### config.mk
export PLATFORM = sky130hd
export DESIGN_NAME = gpio_in
export DESIGN_NICKNAME = d
export VERILOG_FILES = /design/src/rtl/gpio_in.sv
export SDC_FILE = /design/constraint.sdc
export NUM_CORES = 1
export LEC_CHECK = 0
export ABC_AREA = 0
export BUFFER_PORTS_ARGS = -buffer_cell sky130_fd_sc_hd__clkbuf_2
export CORE_ASPECT_RATIO = 1.4
export CORE_MARGIN = 4
export CORE_UTILIZATION = 61
export CTS_CLUSTER_DIAMETER = 150
export CTS_CLUSTER_SIZE = 20
export DETAILED_ROUTE_END_ITERATION = 10
export GPL_TIMING_DRIVEN = 0
export HOLD_SLACK_MARGIN = 0.03
export PLACE_DENSITY_LB_ADDON = 0.25
export SYNTH_ARGS = -nofsm -noshare
export SYNTH_HDL_FRONTEND = slang
export SYNTH_SLANG_ARGS = --single-unit
### constraint.sdc
create_clock -name clk -period 2.8 [get_ports clk]
set_input_delay 0.28 -clock clk [delete_from_list [all_inputs] [get_ports clk]]
set_output_delay 0.28 -clock clk [all_outputs]
set_load 0.01 [all_outputs]
### src/rtl/gpio_in.sv
// ---------------------------------------------------------------------------
// GpioIn : 32-bit GPIO input peripheral for the picorv32 native memory bus.
//
// Each pin is brought into the clock domain through a two-flop synchronizer.
// A third stage keeps the previous synchronized value so that rising and
// falling edges can be detected. Edges are latched into sticky STATUS bits,
// and each edge type has its own enable mask. Software clears a STATUS bit
// by writing 1 to it. irq is the OR of all STATUS bits.
//
// Register map (word index = mem_addr[3:2]):
//   0 DATA    (RO)   synchronized pin levels
//   1 RISE_EN (RW)   per-pin rising-edge enable, byte-lane writable
//   2 FALL_EN (RW)   per-pin falling-edge enable, byte-lane writable
//   3 STATUS  (RW1C) latched edge events
//
// Ports:
//   clk        in   rising-edge clock
//   resetn     in   synchronous, active-low reset
//   enable     in   address-decode select from the system bus decoder
//   mem_valid  in   bus request strobe
//   mem_ready  out  transfer acknowledge, gated by enable for the wire-OR bus
//   mem_instr  in   instruction-fetch flag, not used by this block
//   mem_wstrb  in   byte-lane write strobes, all zero means a read
//   mem_wdata  in   write data, little-endian byte lanes
//   mem_addr   in   byte address, only bits 3:2 are decoded
//   mem_rdata  out  read data, forced to zero when not selected
//   pins       in   asynchronous external input pins
//   irq        out  level interrupt request
// ---------------------------------------------------------------------------
module gpio_in (
   input  logic        clk,
   input  logic        resetn,
   input  logic        enable,
   input  logic        mem_valid,
   output logic        mem_ready,
   input  logic        mem_instr,
   input  logic [3:0]  mem_wstrb,
   input  logic [31:0] mem_wdata,
   input  logic [31:0] mem_addr,
   output logic [31:0] mem_rdata,
   input  logic [31:0] pins,
   output logic        irq
);

   logic [31:0] s1_q;
   logic [31:0] s2_q;
   logic [31:0] prev_q;
   logic [31:0] riseEn_q;
   logic [31:0] riseEn_d;
   logic [31:0] fallEn_q;
   logic [31:0] fallEn_d;
   logic [31:0] status_q;
   logic [31:0] status_d;
   logic [31:0] rdata_q;
   logic [31:0] rdata_d;
   logic        rdy_q;
   logic        rdy_d;

   logic        accept;
   logic        isWrite;
   logic [31:0] laneMask;
   logic [31:0] setEvents;
   logic [31:0] clearMask;
   logic [31:0] regValue;

   // Inputs that the bus carries but this block never looks at.
   logic        unusedBusBits;
   assign unusedBusBits = ^{mem_instr, mem_addr[31:4], mem_addr[1:0]};

   // Bus handshake decode. A new transfer is only taken while no acknowledge
   // is outstanding, which inserts one wait state and prevents back-to-back
   // acceptance. The write strobes are widened into a per-bit lane mask.
   always_comb begin
      accept   = mem_valid & enable & ~rdy_q;
      isWrite  = |mem_wstrb;
      laneMask = {{8{mem_wstrb[3]}}, {8{mem_wstrb[2]}},
                  {8{mem_wstrb[1]}}, {8{mem_wstrb[0]}}};
   end

   // Edge detection on the synchronized pins, qualified by the enables as
   // they stand before this edge, so an enable write only affects later
   // events.
   always_comb begin
      setEvents = ((s2_q & ~prev_q) & riseEn_q) | ((~s2_q & prev_q) & fallEn_q);
   end

   // Read multiplexer. STATUS is read from the register, so a read returns
   // the value before any set that lands on the same edge.
   always_comb begin
      regValue = 32'h0;
      case (mem_addr[3:2])
         2'd0: regValue = s2_q;
         2'd1: regValue = riseEn_q;
         2'd2: regValue = fallEn_q;
         2'd3: regValue = status_q;
      endcase
   end

   // Next-state for the software-visible registers. Enable writes merge new
   // data only into strobed byte lanes. STATUS clears first and then ORs in
   // new events, so a set colliding with a clear leaves the bit set.
   always_comb begin
      riseEn_d  = riseEn_q;
      fallEn_d  = fallEn_q;
      clearMask = 32'h0;
      if (accept && isWrite) begin
         case (mem_addr[3:2])
            2'd1: riseEn_d  = (riseEn_q & ~laneMask) | (mem_wdata & laneMask);
            2'd2: fallEn_d  = (fallEn_q & ~laneMask) | (mem_wdata & laneMask);
            2'd3: clearMask = mem_wdata & laneMask;
            default: clearMask = 32'h0;
         endcase
      end
      status_d = (status_q & ~clearMask) | setEvents;
   end

   // Acknowledge and read-data capture. The acknowledge is a single-cycle
   // pulse after acceptance. Read data is captured at acceptance and held
   // until the next transfer. A write returns zero.
   always_comb begin
      rdy_d   = accept;
      rdata_d = rdata_q;
      if (accept) begin
         rdata_d = isWrite ? 32'h0 : regValue;
      end
   end

   // State registers. Reset wins over a transfer accepted on the same edge,
   // so that transfer is discarded and no acknowledge follows.
   always_ff @(posedge clk) begin
      if (!resetn) begin
         s1_q     <= 32'h0;
         s2_q     <= 32'h0;
         prev_q   <= 32'h0;
         riseEn_q <= 32'h0;
         fallEn_q <= 32'h0;
         status_q <= 32'h0;
         rdata_q  <= 32'h0;
         rdy_q    <= 1'b0;
      end else begin
         s1_q     <= pins;
         s2_q     <= s1_q;
         prev_q   <= s2_q;
         riseEn_q <= riseEn_d;
         fallEn_q <= fallEn_d;
         status_q <= status_d;
         rdata_q  <= rdata_d;
         rdy_q    <= rdy_d;
      end
   end

   // Outputs are gated by enable so several peripherals can share the bus
   // through a wire-OR. irq comes straight from the STATUS register.
   assign mem_ready = enable & rdy_q;
   assign mem_rdata = enable ? rdata_q : 32'h0;
   assign irq       = |status_q;

endmodule

# Word-level counts from Yosys, hierarchy flattened
# Index checks and enable logic that the tools add are counted.
[classes]
addsub = 0
multipliers = 0
div_mod_pow = 0
order_cmp = 0
n_eq_ne = 3
shift = 0
muxes = 5
bitwise = 20
n_reduce_logical = 6
[ops]
columns = ["operator", "n"]
rows = [
  ["AND 32 bit", 8],
  ["two-way mux 32 bit", 4],
  ["inverter 32 bit", 4],
  ["OR 32 bit", 4],
  ["one-hot mux 32 bit (4 select lines)", 1],
  ["OR reduction 32 bit", 1],
  ["== test 2 bit (second input constant)", 2],
  ["AND reduction 2 bit", 2],
  ["OR reduction 4 bit", 1],
  ["AND 1 bit", 3],
  ["== test 2 x 1 -> 1 bit (second input constant)", 1],
  ["zero test 2 bit", 1],
  ["logical AND 1 bit", 1],
  ["inverter 1 bit", 1],
]
[word_totals]
register_bits = 225
latchBits = 0
mem_bits_rw = 0
rom_bits = 0
input_bits = 105
mem_count = 0

# Logic depth before layout (Yosys ltp)
[depth]
depth_word = 7
ltp_mapped = 6

# Worst setup path before layout
# No wires, ideal clock.
[synth_path]
path_kind = "input port to flip-flop"
start = "input port mem_addr[2]"
end = "register rdata_q[29]"
setup_time_ns = 0.117
t_arrival_ns = 1.335
required_ns = 2.683
setup_slack_ns = 1.348
stages = 4
n_path_buf = 2
cell_sequence = "buf_2 buf_2 mux4_2 a22o_1"
[synth_between]
elab_chain_len = 3
[synth_lines]
columns = ["item", "line_no", "source"]
rows = [
  ["start: declaration", "39", "input logic [31:0] mem_addr,"],
  ["== test 2 bit, or another cell as far along", "91", "case (mem_addr[3:2])"],
  ["one-hot mux 32 bit (4 select lines) *", "91", ""],
  ["two-way mux 32 bit *", "124", "rdata_d = isWrite ? 32'h0 : regValue;"],
  ["end signal: assignment", "147", "rdata_q <= rdata_d;"],
  ["end: declaration", "54", "logic [31:0] rdata_q;"],
]
# Every way passes the cells marked *; elsewhere a longest branch is shown, timed or not.
# A chain may end at the register's enable or synchronous reset.

# Final worst setup path
[layout_path]
start = "register status_q[10]"
end = "output port irq"
[layout_between]
elab_chain_len = 1
[layout_lines]
columns = ["item", "line_no", "source"]
rows = [
  ["start: declaration", "52", "logic [31:0] status_q;"],
  ["start signal: assignment", "146", "status_q <= status_d;"],
  ["OR reduction 32 bit", "156", "assign irq = |status_q;"],
  ["end: declaration", "42", "output logic irq"],
]
# Every way passes these cells.

==> flow_summary.toml <==
[run_status]
status = "completed"

[pwr]
p_seq_share_pct = 57.1
power_switching_w = 0.001363
p_sw_share_pct = 23.52
p_leak_nw = 3.923
peakVddDrop_v = 0.0005346
pwr-share-clk_pct = 34.9
power.density_nw_per_um2 = 554.5
p_int_w = 0.004431
comb_power_share_pct = 8.1

[routing]
drc = 0
drtIter0Drc = 528
detail-route-antenna-nets = 0
wl_per_cell_microns = 19.89
drtPass1Iterations = 5
wl_mm = 24.15
viasPerCell = 6.113
vias = 7421

[floorplan]
core_area_sq_um = 14440
fp-row-count = 52
ioPinCount = 139
fp.dieH_microns = 151.6
die_w_microns = 110.6
initial_core_util_pct = 62.24
dieArea_sq_um = 16770

[grt]
track_usage_pct = 28.62
antenna_found_initial = 0
overflow = 0
grt_pass1_wl_mm = 38.46
grt_max_degree = 21
grt_pass1_vias = 7331

[layout]
final_common_cell = "dfxtp_1"
drive_above_1_share_pct = 18.24
area_delta_synth_final_pct = 16.23
layout_common_cells = "dfxtp_1, and2_1, clkbuf_2"
nets = 1131
final_cells = 1214
antenna_cells = 0
final_cell_area_sq_um = 10450

[synthesis]
ys_seq_area_share_pct = 50.10
yosysWarningCount = 0
syn_area_per_cell_sq_um = 10.29
synth_cells = 874
syn-num-nets = 979
synthesis.area_sq_um = 8990
ys_ff_latch = 225
ys_types = 29

[cts]
clock_latency_ns = 0.47
clockBufferDepth = 3
cts-root-buf = "clkbuf_16"
clk_pin_slew_worst_paths_ns = 0.08
clock_sinks = 225
cts_tree = "built"
numCtsBuffers = 15
h-tree-depth = 1

[timing]
tightest_slew_ns = 0.6539
setup_viol_count_final = 0
post-route-min-period_ns = 2.293
fmax_mhz = 436.1
drv_slew = 0
finalCritPeriodShare_pct = 81.90
skew_ns = 0.02075
setup_tns_ns = 0
finalHoldViolCount = 0
slew_headroom_pct = 56.41
rsz0062_at_grt = "no"

[critical_path]
start_kind = "flop"
cp_cell_sequence = "nor4_1, nand4_1, or2_1, clkbuf_2"
slowest_stage = "nor4_1"
cpPeakStageDelay_ns = 0.47
cp.arrival_ns = 2.01
crit_family = "simple AND/OR/NAND/NOR gates"
cp.required_ns = 2.52
crit_buf_inv = 1
end_kind = "primary output"
crit_path_max_fanout = 3
critical_path_class = "reg -> out"

[hold_path]
hold_path_class = "in -> reg"

[placement]
dpl.cell_count = 1167
gp_congestion = 0.8803
placed_area_sq_um = 9747
port_buffers = 104
dpl.hpwl_mm = 16.42

[run]
maxCapViolations = 0
[synthesized netlist by cell type (all sizes together)]
library cell  count  share of area (%)
nor2b             1              0.070
a21oi            32                1.8
mux2i            32                3.6
nor3              1               0.18
a22o             32                3.1
and2            129                9.0
or2               1              0.070
buf              34                2.4
a31oi            32                2.2
inv               1              0.097
and3b             5               0.49
nand2            64                2.7
clkbuf           39                1.6
nand3            32                1.8
or4               1               0.13
o21ai            64                3.6
mux4             32                8.0
dfxtp           225                 50
nand4            34                2.4
and3              4               0.28
nor4              8               0.56
nor2              2               0.11
nand3b           69                5.8
[kinds of logic after synthesis]
kind of cell | after synthesis | synth area share [%]
compound gates | 160 | 10.69
buf+inv | 74 | 4.147
flops | 225 | 50.10
mux | 64 | 11.58
simple gates | 351 | 23.48
[per-stage QoR]
| step | hold WS, ns | setup WS (ns) | utilization (%) | total power, W |
|---|---|---|---|---|
| 6_report | 0.03420 | 0.5069 | 72.34 | 0.005794 |
| 5_1_grt | 0.03909 | 0.4983 | 72.34 | 0.005973 |
| 4_1_cts | 0.03393 | 0.5365 | 72.34 | 0.005813 |
| 3_5_place_dp | 0.4164 | 0.9588 | 67.48 | 0.003806 |
| 3_3_place_gp | 0.4083 | 1.033 | 67.48 | 0.003799 |
| 2_1_floorplan | 0.4057 | 1.348 | - | 0.003620 |
[routing by layer]
| layer | global-route usage [%] | part of all wire [%] | up-vias |
|---|---|---|---|
| met4 | 13.86 | 4.1 | 0 |
| met1 | 34.94 | 39 | 3551 |
| met2 | 49.94 | 49 | 364 |
| met3 | 4.251 | 7.2 | 74 |
| met5 | 0 | 0 | - |
| li1 | - | - | 3432 |
[final timing paths]
kind              slack [ns]  depth (start not counted)         start           end
setup / recovery        0.51                          4  status_q[10]           irq
hold / removal          0.03                          2      pins[15]      s1_q[15]
setup reg to reg        1.18                          5         rdy_q  status_q[31]
hold reg to reg         0.43                          1      s1_q[25]      s2_q[25]
[repair_timing]
item / 4_1_cts / 5_1_grt
hold buffers: 31 / 0
setup buffers: 0 / 0
endpoints found under the setup margin: 0 / 0
hold endpoints to repair: 31 / 0
gates resized for setup: 0 / 0
[power by group through the flow]
stage	registers [W]	logic, W	clock network [W]
floorplan	0.00336	0.000256	0
global placement	0.00338	0.000422	0
detailed placement	0.00338	0.000427	0
CTS	0.00330	0.000464	0.00205
global route	0.00331	0.000507	0.00215
finish	0.00331	0.000469	0.00202
[cell type report]
type	instances	area, sq um
clock buffers	15	375.4
flip-flops and latches	225	4504
inverters	1	8.758
multi-input cells	575	4113
fillers	1117	3995
clock inverters	1	16.27
repair buffers	135	830.8
plain buffers	73	364.1
well taps	189	236.5
Note: power is estimated with default switching activity, not from simulation.
